--- config.mk ---
export PLATFORM = sky130hd
export DESIGN_NAME = multiplexor_4a1_condicional
export DESIGN_NICKNAME = d
export VERILOG_FILES = /design/src/rtl/multiplexor_4a1_condicional.sv
export SDC_FILE = /design/constraint.sdc
export NUM_CORES = 1
export LEC_CHECK = 0
export ABC_AREA = 0
export BUFFER_PORTS_ARGS = -buffer_cell sky130_fd_sc_hd__buf_2
export CORE_AREA = 2 2 39 41
export CTS_BUF_LIST = sky130_fd_sc_hd__clkbuf_4
export CTS_CLUSTER_DIAMETER = 120
export CTS_CLUSTER_SIZE = 20
export DETAILED_ROUTE_END_ITERATION = 10
export DIE_AREA = 0 0 41 43
export GPL_TIMING_DRIVEN = 0
export PLACE_DENSITY = 0.72
export SLEW_MARGIN = 25
export SYNTH_ARGS = -nofsm -noshare
export SYNTH_HDL_FRONTEND = slang
export SYNTH_SLANG_ARGS = --single-unit
--- constraint.sdc ---
create_clock -name clk -period 1.2 [get_ports clk]
set_input_delay 0.12 -clock clk [delete_from_list [all_inputs] [get_ports clk]]
set_output_delay 0.12 -clock clk [all_outputs]
set_load 0.02 [all_outputs]
--- src/rtl/multiplexor_4a1_condicional.sv ---
// ============================================================================
// Module   : multiplexor_4a1_condicional
// Purpose  : Registered 4-to-1 word multiplexer with a combinational tap.
// Revision : 1.0
// ============================================================================
`default_nettype none

module multiplexor_4a1_condicional #(
  parameter int               WIDTH     = 4,
  parameter logic [WIDTH-1:0] RESET_VAL = '0
) (
  input  logic             clk,
  input  logic             rst,
  input  logic             EN,
  input  logic [WIDTH-1:0] L0,
  input  logic [WIDTH-1:0] L1,
  input  logic [WIDTH-1:0] L2,
  input  logic [WIDTH-1:0] L3,
  input  logic [1:0]       SEL,
  output logic [WIDTH-1:0] R_COMB,
  output logic [WIDTH-1:0] R,
  output logic [1:0]       SEL_Q,
  output logic             R_VALID
);

  // The default arm keeps synthesis deterministic for SEL values that cannot legally occur.
  always_comb begin
    R_COMB = L0;
    case (SEL)
      2'b00:   R_COMB = L0;
      2'b01:   R_COMB = L1;
      2'b10:   R_COMB = L2;
      2'b11:   R_COMB = L3;
      default: R_COMB = L0;
    endcase
  end

  always_ff @(posedge clk) begin
    if (rst) begin
      R       <= RESET_VAL;
      SEL_Q   <= 2'b00;
      R_VALID <= 1'b0;
    end else if (EN) begin
      R       <= R_COMB;
      SEL_Q   <= SEL;
      R_VALID <= 1'b1;
    end
  end

endmodule

`default_nettype wire

==> metrics.cfg <==
[outcome]
status = finished clean

[yosys]
yosysMostFrequentCell = mux2i_1
avgSynthCellArea_um2 = 10.73
synth-async-reset-ratio = 0
ys_ff_latch = 7
ys_top_cells_by_count = mux2i_1, dfxtp_1, nor2_1, o221ai_1, or3b_2
synthesis.area_um2 = 407.9
synth_area_leaders = dfxtp_1, mux2i_1, o221ai_1
synth_edf_count = 0
ys_seq_area_frac = 0.3436
synth.distinct_cells = 10
ys.flop_type = dfxtp_1
ys.warnings.count = 0
synth.largest_area_cell = dfxtp_1
synth_fp_nets = 59
synth_top_area_share = 0.3436
syn_inst = 38

[clocking]
clk_pin_slew_worst_paths_ps = 60
root_buffer = clkbuf_4
cts_hold_buffers = 0
insertion_delay_ps = 240
clock-sinks = 7
cts_tree = built
cts_buffers = 3
htreeDepth = 1
cts_buffer_depth = 2
cts_resized = 0
cts_setup_buffers = 0

[sta]
min_period_ps = 1011
whs_ps = 135.4
worstMarginPinSlew_ps = 246.3
grt_setup_unrepaired = no
fin_ws_ps = 188.7
timing.final.crit_share = 0.8428
finalHoldViolations = 0
setup_viol = 0
fmaxAchievable_ghz = 0.9888
slew_headroom = 0.8358
timing.final.max_slew_violations = 0
tns_ps = 0
finClkSkew_ps = 0

[setup_path]
rrSetupSlack_ps = 260
critPathKind = in2out
path_max_fanout = 9
start_kind = input pin
cp.required_ps = 1080
endpoint_kind = primary output
arrival_ps = 890

[die]
io_pins = 32
core_area_um2 = 1384
die_x_um = 41
start_util = 0.2948
placementRows = 14
dieArea_um2 = 1763
die_h_um = 43

[flow_run]
drv_cap = 0

[placement]
dpl.hpwl_um = 756
port_buffers = 28
post-place-ws_ps = 171.6
placed_area_um2 = 568.0
place.gp.congestion = 0.6689

[global_route]
grt_overflow = 0
grt_pass1_wl_um = 1469
antenna_found_initial = 0
gr-usage-all-layers = 0.1229
grt_pass1_vias = 364
grt_max_degree = 10

[final_layout]
final_cell_area_um2 = 598.1
nets = 92
fin_util = 0.4322
drive_above_1_share = 0.5714
n_antenna_cell = 0
area_growth_pct = 46.63
nFillCells = 137

[routing]
drt-pass1-iter-count = 2
drt_iter0_markers = 1
wire_per_inst_um = 11.36
vias_per_cell = 4.558
ant_nets = 0
drt-total-wl_um = 977
vias = 392
drc = 0

[power_and_ir_drop]
internal_power_uw = 482.3
seq_power_share = 0.381
p_per_area_nw_per_um2 = 1128
swShare = 0.2848
max-vdd-ir-drop_uv = 778.4
p_comb_frac = 0.269
leakage_nw = 0.3200
power.switching_uw = 192.1
p_clk_frac = 0.350

[hold_path]
hp-class = in2reg

==> worst paths after layout <==
kind,start,end,depth (start not counted)
worst min-delay path,rst,SEL_Q[0]$_SDFFE_PP0P_,2
worst min register to register,R_VALID$_SDFFE_PP0P_,R_VALID$_SDFFE_PP0P_,2
worst max register to register,R[3]$_SDFFE_PP0P_,R[3]$_SDFFE_PP0P_,2
worst max-delay path,SEL[1],R_COMB[3],4
==> metal layers <==
layer / global-route usage / vias up / share of wire
li1: - / 207 / -
met1: 0.1656 / 167 / 0.45
met2: 0.1750 / 18 / 0.45
met3: 0.03141 / 0 / 0.098
met4: 0.06000 / 0 / 0
met5: 0 / - / 0
==> final cells by class <==
class,instances,area (um^2),area share
buffer,3,23.77,0.03975
tap,16,20.02,0.03347
sequential,7,140.1,0.2343
timing repair buffer,28,140.1,0.2343
multi-input combinational,28,244.0,0.4079
clock buffer,4,30.03,0.05021
==> cells in the final DEF, fill, tap and decap left out <==
master	count
o221ai_1	4
buf_2	29
mux2i_1	14
or3b_4	1
buf_4	1
clkbuf_4	4
nand3b_1	1
dfxtp_1	7
nor2_1	4
or3b_2	4
buf_6	1
==> cells by family after synthesis <==
group,after synthesis,synth area share
AOI/OAI and AO/OA,4,0.08588
DFF,7,0.3435
and+or+nand+nor,10,0.1687
buffers and inverters,3,0.05828
muxes,14,0.3435
==> state kept, by name (all words and copies together), names as in the netlist <==
register  cells
SEL_Q         2
R_VALID       1
R             4
==> power by group through the flow <==
| stage | Clock (mW) | Combinational (mW) | Sequential (mW) |
|---|---|---|---|
| 3_5_place_dp | 0 | 0.182 | 0.261 |
| 5_1_grt | 0.263 | 0.197 | 0.259 |
| 6_report | 0.236 | 0.181 | 0.257 |
| 4_1_cts | 0.242 | 0.183 | 0.257 |
| 2_1_floorplan | 0 | 0.0919 | 0.283 |
| 3_3_place_gp | 0 | 0.180 | 0.261 |
==> metrics by stage <==
stage	std cells	power, mW
floorplan	38	0.3746
global placement	82	0.4413
detailed placement	82	0.4433
CTS	86	0.6818
global route	86	0.7189
finish	86	0.6744
==> critical path, cell delays in order <==
cell and delay, ps:
buf_2 230, mux2i_1 280, mux2i_1 90, buf_2 160
(Power assumes the default switching activity.)
